===== src/rtl/project5_pkg.sv =====
`default_nettype none
// ============================================================================
// Module      : project5_pkg
// Description : Shared constants and types for the project 5 calculator
//               sequencer: state encoding, opcode map, multiply step count
//               and the unary-opcode helper.
// Revision    : 1.0 - initial release
// ============================================================================
package project5_pkg;

  // FSM state encoding (also shown on the debug LEDs)
  localparam logic [2:0] ST_LOAD_OP = 3'd0;
  localparam logic [2:0] ST_LOAD_A  = 3'd1;
  localparam logic [2:0] ST_LOAD_B  = 3'd2;
  localparam logic [2:0] ST_EXEC    = 3'd3;
  localparam logic [2:0] ST_MULT    = 3'd4;

  typedef enum logic [2:0] {
    LOAD_OP = ST_LOAD_OP,
    LOAD_A  = ST_LOAD_A,
    LOAD_B  = ST_LOAD_B,
    EXEC    = ST_EXEC,
    MULT    = ST_MULT
  } state_t;

  // Function-unit opcode map
  localparam logic [3:0] AND_ID = 4'd0;
  localparam logic [3:0] NAND   = 4'd1;
  localparam logic [3:0] NOR    = 4'd2;
  localparam logic [3:0] XOR    = 4'd3;
  localparam logic [3:0] ONES   = 4'd4;
  localparam logic [3:0] ADD    = 4'd5;
  localparam logic [3:0] SUB    = 4'd6;
  localparam logic [3:0] NEG    = 4'd7;
  localparam logic [3:0] ASL    = 4'd8;
  localparam logic [3:0] ASR    = 4'd9;
  localparam logic [3:0] ROL    = 4'd10;
  localparam logic [3:0] ROR    = 4'd11;
  localparam logic [3:0] MUL    = 4'd12;

  // Number of Enter-driven shift-add steps for an 8-bit multiply
  localparam int unsigned DEFAULT_MULT_STEPS = 8;

  // Unary ops take only operand A; operand B is forced to zero for them
  function automatic logic is_unary(input logic [3:0] op);
    return (op == ONES) || (op == NEG);
  endfunction

endpackage
`default_nettype wire


===== src/rtl/key_edge_sync.sv =====
`default_nettype none
// ============================================================================
// Module      : key_edge_sync
// Description : Two-flop synchroniser for an active-low push button plus a
//               third flop for edge compare. o_press is high for one cycle
//               after each synchronised falling edge (key press).
// Revision    : 1.0 - initial release
// ============================================================================
module key_edge_sync (
  input  logic clk,
  input  logic rst,
  input  logic i_key_n,
  output logic o_press
);

  logic r_sync1;
  logic r_sync2;
  logic r_prev;

  // Synchroniser chain and edge-compare flop; reset to the released level
  // so that a reset never looks like a key press.
  always_ff @(posedge clk) begin
    if (rst) begin
      r_sync1 <= 1'b1;
      r_sync2 <= 1'b1;
      r_prev  <= 1'b1;
    end else begin
      r_sync1 <= i_key_n;
      r_sync2 <= r_sync1;
      r_prev  <= r_sync2;
    end
  end

  // Falling edge: synchronised level is low, previous level was high
  assign o_press = r_prev & ~r_sync2;

endmodule
`default_nettype wire


===== src/rtl/project5_sequencer.sv =====
`default_nettype none
// ============================================================================
// Module      : project5_sequencer
// Description : Operand-entry and execution sequencer for the project 5
//               calculator. Steps through opcode / A / B entry on Enter,
//               issues the execute strobe, and paces the stepped multiply
//               with one shift-add step per further Enter press.
// Revision    : 1.0 - initial release
// ============================================================================
module project5_sequencer
  import project5_pkg::*;
#(
  parameter logic [3:0]  MULT_OP    = 4'hC,
  parameter int unsigned MULT_STEPS = DEFAULT_MULT_STEPS,
  parameter logic [3:0]  MAX_OP     = 4'hC
) (
  input  logic       CLOCK_50,
  input  logic       reset,
  input  logic       enter_n,
  input  logic [7:0] sw,
  output logic [3:0] op_reg,
  output logic [7:0] opa_reg,
  output logic [7:0] opb_reg,
  output logic       exec_pulse,
  output logic       mult_init,
  output logic       mult_step,
  output logic [3:0] step_cnt,
  output logic [2:0] state,
  output logic       op_err
);

  localparam logic [3:0] STEPS_LAST = 4'(MULT_STEPS);

  state_t     r_state;
  state_t     w_state_next;
  logic       w_key_press;
  logic       r_enter;
  logic [3:0] r_op;
  logic [7:0] r_opa;
  logic [7:0] r_opb;
  logic       r_exec;
  logic       r_init;
  logic       r_step;
  logic [3:0] r_step_cnt;
  logic       r_op_err;

  logic       w_load_op;
  logic       w_load_a;
  logic       w_load_b;
  logic       w_zero_b;
  logic       w_err_set;
  logic       w_err_clr;
  logic       w_step_clr;
  logic       w_step_inc;
  logic       w_exec_d;
  logic       w_init_d;
  logic       w_step_d;

  key_edge_sync u_enter_sync (
    .clk     (CLOCK_50),
    .rst     (reset),
    .i_key_n (enter_n),
    .o_press (w_key_press)
  );

  // Retime the press pulse so the FSM sees it one cycle later; the strobe
  // logic below looks at the unretimed pulse to line mult_step up with it.
  always_ff @(posedge CLOCK_50) begin
    if (reset) r_enter <= 1'b0;
    else       r_enter <= w_key_press;
  end

  // FSM state register
  always_ff @(posedge CLOCK_50) begin
    if (reset) r_state <= LOAD_OP;
    else       r_state <= w_state_next;
  end

  // Next-state decode and datapath load enables
  always_comb begin
    w_state_next = r_state;
    w_load_op    = 1'b0;
    w_load_a     = 1'b0;
    w_load_b     = 1'b0;
    w_zero_b     = 1'b0;
    w_err_set    = 1'b0;
    w_err_clr    = 1'b0;
    w_step_clr   = 1'b0;
    w_step_inc   = 1'b0;
    case (r_state)
      LOAD_OP: begin
        if (r_enter) begin
          if (sw[3:0] <= MAX_OP) begin
            w_load_op    = 1'b1;
            w_err_clr    = 1'b1;
            w_state_next = LOAD_A;
          end else begin
            w_err_set = 1'b1;
          end
        end
      end
      LOAD_A: begin
        if (r_enter) begin
          w_load_a = 1'b1;
          if (is_unary(r_op)) begin
            w_zero_b     = 1'b1;
            w_state_next = EXEC;
          end else begin
            w_state_next = LOAD_B;
          end
        end
      end
      LOAD_B: begin
        if (r_enter) begin
          w_load_b     = 1'b1;
          w_state_next = EXEC;
        end
      end
      EXEC: begin
        // Single-cycle state; a press landing here is intentionally dropped
        if (r_op == MULT_OP) begin
          w_step_clr   = 1'b1;
          w_state_next = MULT;
        end else begin
          w_state_next = LOAD_OP;
        end
      end
      MULT: begin
        if (r_enter) begin
          w_step_inc = 1'b1;
          if (r_step_cnt >= STEPS_LAST - 4'd1) begin
            w_state_next = LOAD_OP;
          end
        end
      end
      default: begin
        w_state_next = LOAD_OP;
      end
    endcase
  end

  // Strobes are registered from the next-state decode so each one is high
  // exactly while the FSM sits in (or is about to act in) the matching state.
  assign w_exec_d = (w_state_next == EXEC);
  assign w_init_d = w_exec_d && (r_op == MULT_OP);
  assign w_step_d = w_key_press && (w_state_next == MULT);

  // Operand, opcode, step counter, error flag and strobe registers
  always_ff @(posedge CLOCK_50) begin
    if (reset) begin
      r_op       <= 4'd0;
      r_opa      <= 8'd0;
      r_opb      <= 8'd0;
      r_step_cnt <= 4'd0;
      r_op_err   <= 1'b0;
      r_exec     <= 1'b0;
      r_init     <= 1'b0;
      r_step     <= 1'b0;
    end else begin
      if (w_load_op) r_op  <= sw[3:0];
      if (w_load_a)  r_opa <= sw;
      if (w_zero_b)  r_opb <= 8'd0;
      else if (w_load_b) r_opb <= sw;
      if (w_step_clr) r_step_cnt <= 4'd0;
      else if (w_step_inc && (r_step_cnt < STEPS_LAST)) r_step_cnt <= r_step_cnt + 4'd1;
      if (w_err_set)      r_op_err <= 1'b1;
      else if (w_err_clr) r_op_err <= 1'b0;
      r_exec <= w_exec_d;
      r_init <= w_init_d;
      r_step <= w_step_d;
    end
  end

  assign op_reg     = r_op;
  assign opa_reg    = r_opa;
  assign opb_reg    = r_opb;
  assign exec_pulse = r_exec;
  assign mult_init  = r_init;
  assign mult_step  = r_step;
  assign step_cnt   = r_step_cnt;
  assign state      = r_state;
  assign op_err     = r_op_err;

endmodule
`default_nettype wire


===== config.mk =====
export PLATFORM = sky130hd
export DESIGN_NAME = project5_sequencer
export DESIGN_NICKNAME = d
export VERILOG_FILES = /design/src/rtl/project5_pkg.sv /design/src/rtl/key_edge_sync.sv /design/src/rtl/project5_sequencer.sv
export SDC_FILE = /design/constraint.sdc
export NUM_CORES = 1
export LEC_CHECK = 0
export CAP_MARGIN = 20
export CORE_UTILIZATION = 50
export DETAILED_ROUTE_END_ITERATION = 6
export HOLD_SLACK_MARGIN = 0.02
export PLACE_DENSITY = 0.9
export SLEW_MARGIN = 20
export SYNTH_ARGS = -nofsm -noshare
export SYNTH_HDL_FRONTEND = slang
export SYNTH_SLANG_ARGS = --single-unit
export TNS_END_PERCENT = 100

===== constraint.sdc =====
create_clock -name CLOCK_50 -period 2.34 [get_ports CLOCK_50]
set_input_delay 0.351 -clock CLOCK_50 [delete_from_list [all_inputs] [get_ports CLOCK_50]]
set_output_delay 0.351 -clock CLOCK_50 [all_outputs]
set_load 0.02 [all_outputs]

==> results of run 1 <==
[through the flow]
stage	cells	utilization (%)
floorplan	150	-
global placement	215	67.0
detailed placement	215	67.0
CTS	223	69.2
global route	223	69.2
finish	223	69.2
[worst reg2reg max path: cells and delay by family (launching register included)]
| family | cells | cell delay, ns |
|---|---|---|
| and+or+nand+nor | 2 | 0.64 |
| DFF | 1 | 0.61 |
| AOI/OAI and AO/OA | 1 | 0.39 |
[Yosys cell counts, types with 2 or more instances]
cell type | number | share of area (%)
or2_2 | 3 | 1.3
nor2_1 | 10 | 2.6
and4bb_2 | 2 | 1.7
buf_6 | 4 | 3.1
nand3_1 | 2 | 0.69
o21ai_1 | 3 | 1.0
a31oi_1 | 2 | 0.86
o21ai_0 | 6 | 2.1
a21oi_1 | 20 | 6.9
mux2i_1 | 8 | 5.5
inv_1 | 7 | 1.8
nand2_1 | 19 | 4.9
nor3b_1 | 3 | 1.5
dfxtp_1 | 35 | 48
nand3b_1 | 2 | 1.0
nand4bb_1 | 3 | 2.3
buf_1 | 2 | 0.52
[metal layers]
| layer | part of all wire [%] | global-route usage [%] | routed length (µm) | vias up |
|---|---|---|---|---|
| met5 | 0 | 0 | 0 | - |
| met4 | 0.94 | 6.62 | 30 | 0 |
| met3 | 4.9 | 6.98 | 156 | 3 |
| met2 | 51 | 36.4 | 1630 | 32 |
| met1 | 43 | 24.9 | 1360 | 588 |
| li1 | - | - | - | 609 |
[power by group]
part | total, W | internal [W] | switching [W] | leakage, nW
Sequential | 0.000607 | 0.000601 | 0.00000609 | 0.283
Combinational | 0.0000590 | 0.0000299 | 0.0000291 | 0.315
Clock | 0.000345 | 0.000120 | 0.000225 | 0.0278
Total | 0.00101 | 0.000751 | 0.000260 | 0.626
[layout make-up]
cell class	count	area [µm²]
repair buffers	42	418
fillers	211	848
flip-flops and latches	35	701
clock buffers	5	37.5
clock inverters	3	23.8
well taps	31	38.8
inverters	7	26.3
multi-input cells	100	664
[path summary, 6_finish.rpt]
check | start | endpoint | slack [ns] | cells past startpoint
min | u_enter_sync.r_sync2 | r_enter | 0.43 | 1
max | state[0] | state[0] | 0.33 | 1
max reg2reg | state[0] | opb_reg[2] | 0.59 | 3
min reg2reg | u_enter_sync.r_sync2 | r_enter | 0.43 | 1
[logic make-up after synthesis]
| group | count (synthesis) | synth area share, % |
|---|---|---|
| xor+xnor | 1 | 0.601 |
| simple gates | 54 | 24.1 |
| mux | 8 | 5.50 |
| flops | 35 | 48.1 |
| buf+inv | 15 | 6.27 |
| fa+ha+maj | 1 | 0.859 |
| compound gates | 36 | 14.6 |
==> flow_metrics.py, run 1 <==
metrics = {
    "power": {
        "ir_drop_uv": 596,
        "finalPower_w": 0.00101,
        "p_per_area_mw_per_mm2": 530,
        "leakage_nw": 0.626,
    },
    "sta": {
        "timing.hold.ws_ns": 0.431,
        "setup_viol": 0,
        "slew_violations": 0,
        "fin_crit_sh_pct": 85.8,
        "rsz0062_at_grt": "no",
        "tightest_slew_ns": 0.536,
        "period_needed_ns": 2.01,
        "setup_tns_ns": 0,
        "hold_violations": 0,
        "setup_ws_ns": 0.333,
        "finClkSkew_ns": 0.0153,
        "max-slew-margin-rel_pct": 63.9,
        "fmax_ghz": 0.498,
    },
    "route": {
        "ant_nets": 0,
        "drt_iter0_drc": 17,
        "wl_per_cell_um": 14.3,
        "drt-vias-per-instance": 5.52,
        "wirelength_um": 3180,
        "firstDrtPassIters": 4,
        "num_vias": 1232,
        "drc": 0,
    },
    "critical_path": {
        "path_buf_inv": 1,
        "worstPathArrival_ns": 1.66,
        "crit_chain": "clkdlybuf4s50_1",
        "endpoint_kind": "output port",
        "crit_fanout": 13,
        "critPathMaxStageDelay_ns": 0.69,
        "critPathTopFamily": "buffers and inverters",
        "critPathKind": "flop to output port",
        "cpMaxStageDelayCell": "clkdlybuf4s50_1",
        "critPathLaunchType": "flop",
        "cp.required_ns": 1.99,
    },
    "die": {
        "ios": 42,
        "dieArea_mm2": 0.00313,
        "fp.dieW_um": 56.0,
        "core-area_mm2": 0.00276,
        "rows": 19,
        "start_util_pct": 52.8,
        "die_h_um": 56.0,
    },
    "clock_network": {
        "clk_latency_ns": 0.35,
        "ctsHoldBuffers": 0,
        "clkTransAtPathRegs_ns": 0.11,
        "clk_path_buf_depth": 2,
        "numClockSinks": 35,
        "cts_tree": "done",
        "cts_inserted_buffers": 5,
        "h-tree-depth": 2,
        "cts_resized": 0,
        "cts-root-buf": "clkbuf_4",
        "post_cts_buffers": 0,
    },
    "synth": {
        "synthCells": 150,
        "ys_ff_latch": 35,
        "yosysUniqueCellTypes": 36,
        "yosys_warnings": 0,
        "async_flop_share_pct": 0,
        "synth_edf_count": 0,
        "synthesis.area_mm2": 0.00146,
        "ys_seq_area_share_pct": 48.1,
        "syn-num-nets": 162,
        "syn_avg_cell_area_um2": 9.71,
        "ys.flop_type": "dfxtp_1",
    },
    "flow_run": {
        "max_cap_viol_count": 0,
    },
    "grt": {
        "grt_pass1_vias": 1158,
        "grt_overflow_total": 0,
        "grt_pass1_wl_um": 5180,
        "grt_max_degree": 19,
        "antenna_found_initial": 0,
        "grt_usage_pct": 21.2,
    },
    "placement": {
        "io_buffers": 41,
        "gp_congestion": 0.837,
        "dp_slack_ns": 0.614,
        "hpwl_um": 2400,
        "placed_area_mm2": 0.00185,
    },
    "min_path": {
        "hold_class": "flop to flop",
    },
    "cells_and_area": {
        "layout_commonest_cell": "clkdlybuf4s50_1",
        "antenna_cells": 0,
        "drive_above_1_share_pct": 9.90,
        "final_nets": 203,
        "fin_area_mm2": 0.00191,
        "areaGrowthSynthToFinish_pct": 31.1,
        "layout_common_cells": "clkdlybuf4s50_1 (41), dfxtp_1 (35), a21oi_1 (20)",
    },
    "status": {
        "status": "finished, final reports clean",
    },
}
No activity file was read; power rests on OpenSTA's default activity.
==> inputs of run 2 (changes only) <==
--- a/config.mk
+++ b/config.mk
@@ -6,10 +6,11 @@
 export NUM_CORES = 1
 export LEC_CHECK = 0
 export CAP_MARGIN = 20
-export CORE_UTILIZATION = 50
+export CORE_UTILIZATION = 42
 export DETAILED_ROUTE_END_ITERATION = 6
+export GPL_ROUTABILITY_DRIVEN = 0
 export HOLD_SLACK_MARGIN = 0.02
-export PLACE_DENSITY = 0.9
+export PLACE_DENSITY = 0.81
 export SLEW_MARGIN = 20
 export SYNTH_ARGS = -nofsm -noshare
 export SYNTH_HDL_FRONTEND = slang
==> constraint.sdc (replaced) <==
create_clock -name CLOCK_50 -period 1.7 [get_ports CLOCK_50]
set_input_delay 0.255 -clock CLOCK_50 [delete_from_list [all_inputs] [get_ports CLOCK_50]]
set_output_delay 0.255 -clock CLOCK_50 [all_outputs]
set_load 0.02 [all_outputs]
==> flow_metrics.py, run 2 (same netlist as run 1, synthesis figures left out) <==
metrics = {
    "clock_network": {
        "cts-root-buf": "clkbuf_4",
        "cts_resized": 8,
        "clkTransAtPathRegs_ns": 0.10,
        "clk_path_buf_depth": 2,
        "numClockSinks": 35,
        "h-tree-depth": 2,
        "clk_latency_ns": 0.33,
        "ctsHoldBuffers": 0,
        "cts_inserted_buffers": 5,
        "cts_tree": "done",
        "post_cts_buffers": 0,
    },
    "placement": {
        "hpwl_um": 2350,
        "numPlacedInstances": 236,
        "placed_area_mm2": 0.00191,
        "io_buffers": 41,
        "dp_slack_ns": 0.147,
    },
    "die": {
        "dieArea_mm2": 0.00371,
        "fp.dieW_um": 60.9,
        "ios": 42,
        "start_util_pct": 43.6,
        "die_h_um": 60.9,
        "core-area_mm2": 0.00334,
        "rows": 21,
    },
    "route": {
        "wirelength_um": 3220,
        "drc": 0,
        "num_vias": 1245,
        "drt_iter0_drc": 68,
        "drt-vias-per-instance": 5.12,
        "wl_per_cell_um": 13.2,
        "firstDrtPassIters": 4,
        "ant_nets": 0,
    },
    "cells_and_area": {
        "layout_commonest_cell": "clkdlybuf4s50_1",
        "final_nets": 209,
        "num-fill-cells": 291,
        "multi_input_area_um2": 664,
        "drive_above_1_share_pct": 13.7,
        "regArea_um2": 704,
        "fin_util_pct": 58.9,
        "antenna_cells": 0,
        "areaGrowthSynthToFinish_pct": 35.0,
        "stdcell_count": 243,
        "fin_area_mm2": 0.00197,
        "layout_common_cells": "clkdlybuf4s50_1 (36), dfxtp_1 (32), a21oi_1 (20)",
    },
    "min_path": {
        "hold_start": "u_enter_sync.r_sync1",
        "hold_class": "flop to flop",
        "hold_path_depth": 1,
    },
    "sta": {
        "fmax_ghz": 0.611,
        "setup_ws_ns": 0.0625,
        "rsz0062_at_grt": "no",
        "hold_violations": 0,
        "tightest_slew_ns": 0.436,
        "period_needed_ns": 1.64,
        "max-slew-margin-rel_pct": 70.7,
        "slew_violations": 0,
        "setup_viol": 0,
        "finClkSkew_ns": 0.00893,
        "fin_crit_sh_pct": 96.3,
        "setup_tns_ns": 0,
    },
    "critical_path": {
        "critPathMaxStageDelay_ns": 0.63,
        "reg2reg_from": "state[0]",
        "endpoint_kind": "output port",
        "critPathLaunchType": "flop",
        "cp.required_ns": 1.44,
        "crit_fanout": 4,
        "reg2reg_depth": 4,
        "cp_num_cells": 1,
        "path_buf_inv": 1,
        "critPathKind": "flop to output port",
        "crit_chain": "clkdlybuf4s50_1",
        "critPathTopFamily": "buffers and inverters",
        "cpMaxStageDelayCell": "clkdlybuf4s50_1",
        "worstPathArrival_ns": 1.38,
        "cp-startpoint": "op_reg[1]",
        "rrSetupSlack_ns": 0.21,
    },
    "power": {
        "pwr-share-comb_pct": 6.4,
        "p_per_area_mw_per_mm2": 699,
        "ir_drop_uv": 448,
        "leakage_nw": 0.687,
        "p_clk_share_pct": 32.9,
        "swShare_pct": 22.5,
        "seqPwrFrac_pct": 60.7,
        "p_switching_w": 0.000309,
        "p_int_w": 0.00106,
    },
    "status": {
        "status": "finished, final reports clean",
    },
    "grt": {
        "grt_usage_pct": 19.8,
        "grt_overflow_total": 0,
        "grt_pass1_wl_um": 5250,
        "grt_pass1_vias": 1187,
        "antenna_found_initial": 0,
        "grt_max_degree": 19,
    },
    "flow_run": {
        "max_cap_viol_count": 0,
    },
}
[run 2: cell count changes in the layout (fill, tap and decap cells not counted)]
cell | before | now
buf_4 | 1 | 7
clkdlybuf4s50_1 | 41 | 36
dlygate4sd2_1 | 0 | 5
dfxtp_1 | 35 | 32
dfxtp_2 | 0 | 3
clkinvlp_4 | 2 | 0
clkbuf_8 | 0 | 1
clkinv_2 | 0 | 1
inv_6 | 1 | 0
[run 2: final timing paths]
path | endpoint
max reg2reg | step_cnt[2]
min reg2reg | u_enter_sync.r_sync2
min | u_enter_sync.r_sync2
max | op_reg[1]
[run 2: metrics by stage]
stage               total power [W]  hold slack [ns]
floorplan                  0.000889            0.359
CTS                         0.00139            0.423
global placement           0.000940            0.393
finish                      0.00137            0.423
detailed placement         0.000942            0.399
global route                0.00143            0.437
[run 2: worst register-to-register path, stage by stage, from the launching register on]
cell and delay (ns):
dfxtp_2 0.39, buf_4 0.16, nand4bb_1 0.26, or4_1 0.46
a21oi_1 0.15
[run 2: cell type report]
cell class,count,area share (%)
tap,46,2.93
multi-input combinational,100,33.8
timing repair buffer,48,23.2
sequential,35,35.8
inverter,7,1.34
clock buffer,6,2.61
clock inverter,1,0.255
[run 2: power by group through the flow]
stage | Clock, W | Combinational (W) | Sequential, W
CTS | 0.000466 | 0.0000879 | 0.000834
floorplan | 0 | 0.0000342 | 0.000855
finish | 0.000451 | 0.0000882 | 0.000834
global placement | 0 | 0.0000873 | 0.000853
global route | 0.000497 | 0.0000946 | 0.000836
detailed placement | 0 | 0.0000886 | 0.000853
[run 2: metal layers]
layer,part of all wire [%],up-vias,GRT usage (%)
met5,0,-,0
met4,1.7,0,10.1
met3,4.8,8,4.69
met2,50,40,33.9
met1,44,577,22.9
li1,-,620,-
==> RTL edit: new RTL, settings of run 2 <==
Remove the register `r_init`: a continuous assignment takes its place, so the output `mult_init` follows one clock earlier.
--- a/src/rtl/project5_sequencer.sv
+++ b/src/rtl/project5_sequencer.sv
@@ -154,7 +154,6 @@
       r_step_cnt <= 4'd0;
       r_op_err   <= 1'b0;
       r_exec     <= 1'b0;
-      r_init     <= 1'b0;
       r_step     <= 1'b0;
     end else begin
       if (w_load_op) r_op  <= sw[3:0];
@@ -166,10 +165,11 @@
       if (w_err_set)      r_op_err <= 1'b1;
       else if (w_err_clr) r_op_err <= 1'b0;
       r_exec <= w_exec_d;
-      r_init <= w_init_d;
       r_step <= w_step_d;
     end
   end
+
+  assign r_init = w_init_d;
 
   assign op_reg     = r_op;
   assign opa_reg    = r_opa;
Check against the original RTL: not equivalent (a bounded check fails within 10 cycles, from zero or initial values and one cycle with reset high).
==> RTL edit against run 2 <==
  * Design area is 4.3% higher
  * Global-route usage is 0.34 points higher
  * Area after synthesis is 2.6% lower
  * Critical path type unchanged
  * Total power is 7.5% higher
  * Sequential power is 3.1% lower
  * Sequential cell count is 1 lower
  * Largest power group unchanged
  * Via count is 1.1% higher
  * Fmax is 2.0% higher
  * Worst setup slack better by 32 ps
  * Final cell count is 1.6% higher
  * Wire length is 1.8% higher
==> RTL edit: results (changes against run 2) <==
* Status: finished clean
* Avg Cell Area, Syn at 9.72 um^2 (about the same)
* Clock skew at 10.7 ps (+1.76 ps)
* Via count at 1259 (+1.1%)
* Leak Pwr at 0.777 nW (+13%)
* Sequential fraction of the synthesis area at 0.480 (-0.00138)
* Dpl cells at 239 (+1.3%)
* Crit Reg-Reg Endpoint: opa_reg[7]
* Vias in the first global route at 1242 (+4.6%)
* GR Layer Usage met2 at 0.345 (+0.00628)
* Most frequent cells after synthesis: 34 x dfxtp_1, 19 x nor2_1, 16 x mux2i_1
* WP data arrival at 1350 ps (-30 ps)
* DR iter-0 viols at 53 (-22%)
* Synth unique cells at 34 (-5.6%)
* Vias per cell at 5.10 (-0.51%)
* Max VDD drop at 0.519 mV (+16%)
* Crit path max fanout at 5 (+1)
* R2R cell count at 5 (+1)
* Worst Setup SP: step_cnt[2]
* Fmax at 623 MHz (+2.0%)
* CP endpoint: step_cnt[2]
* Met3 wire len at 212 um (+38%)
* Final nets at 214 (+2.4%)
* Top post-synthesis cells by area: dfxtp_1 48%, mux2i_1 11%, nor2_1 5.0%
* Hold slack at 427 ps (+3.58 ps)
* Pre-CTS WS at 22.4 ps (-125 ps)
* Met2 wire len at 1650 um (+3.2%)
* Global-route wire length before repair at 5350 um (+2.0%)
-- RTL edit: cell count changes after synthesis, moves of 4 or more --
| cell | delta |
|---|---|
| nand2_1 | -13 |
| nor2_1 | +9 |
| a21oi_1 | -8 |
| mux2i_1 | +8 |
| buf_6 | -4 |
| nor2b_1 | +4 |
-- RTL edit: area by class of cell --
class                           instances  area (um^2)
Clock buffer                            7         45.0
Clock inverter                          1         30.0
Fill cell                             276         1080
Inverter                                7         26.3
Multi-Input combinational cell         98          693
Sequential cell                        34          682
Tap cell                               44         55.1
Timing Repair Buffer                   56          518
-- RTL edit: kinds of logic after synthesis --
kind of cell	count (synthesis)	synth area share
simple gates	51	0.222
fa+ha+maj	1	0.00882
flops	34	0.480
compound gates	29	0.123
xor+xnor	1	0.00617
buf+inv	14	0.0467
mux	16	0.113
-- RTL edit: power breakdown --
part	switching [W]	internal [W]
Clock	0.000262	0.000312
Combinational	0.0000447	0.0000498
Sequential	0.00000499	0.000803
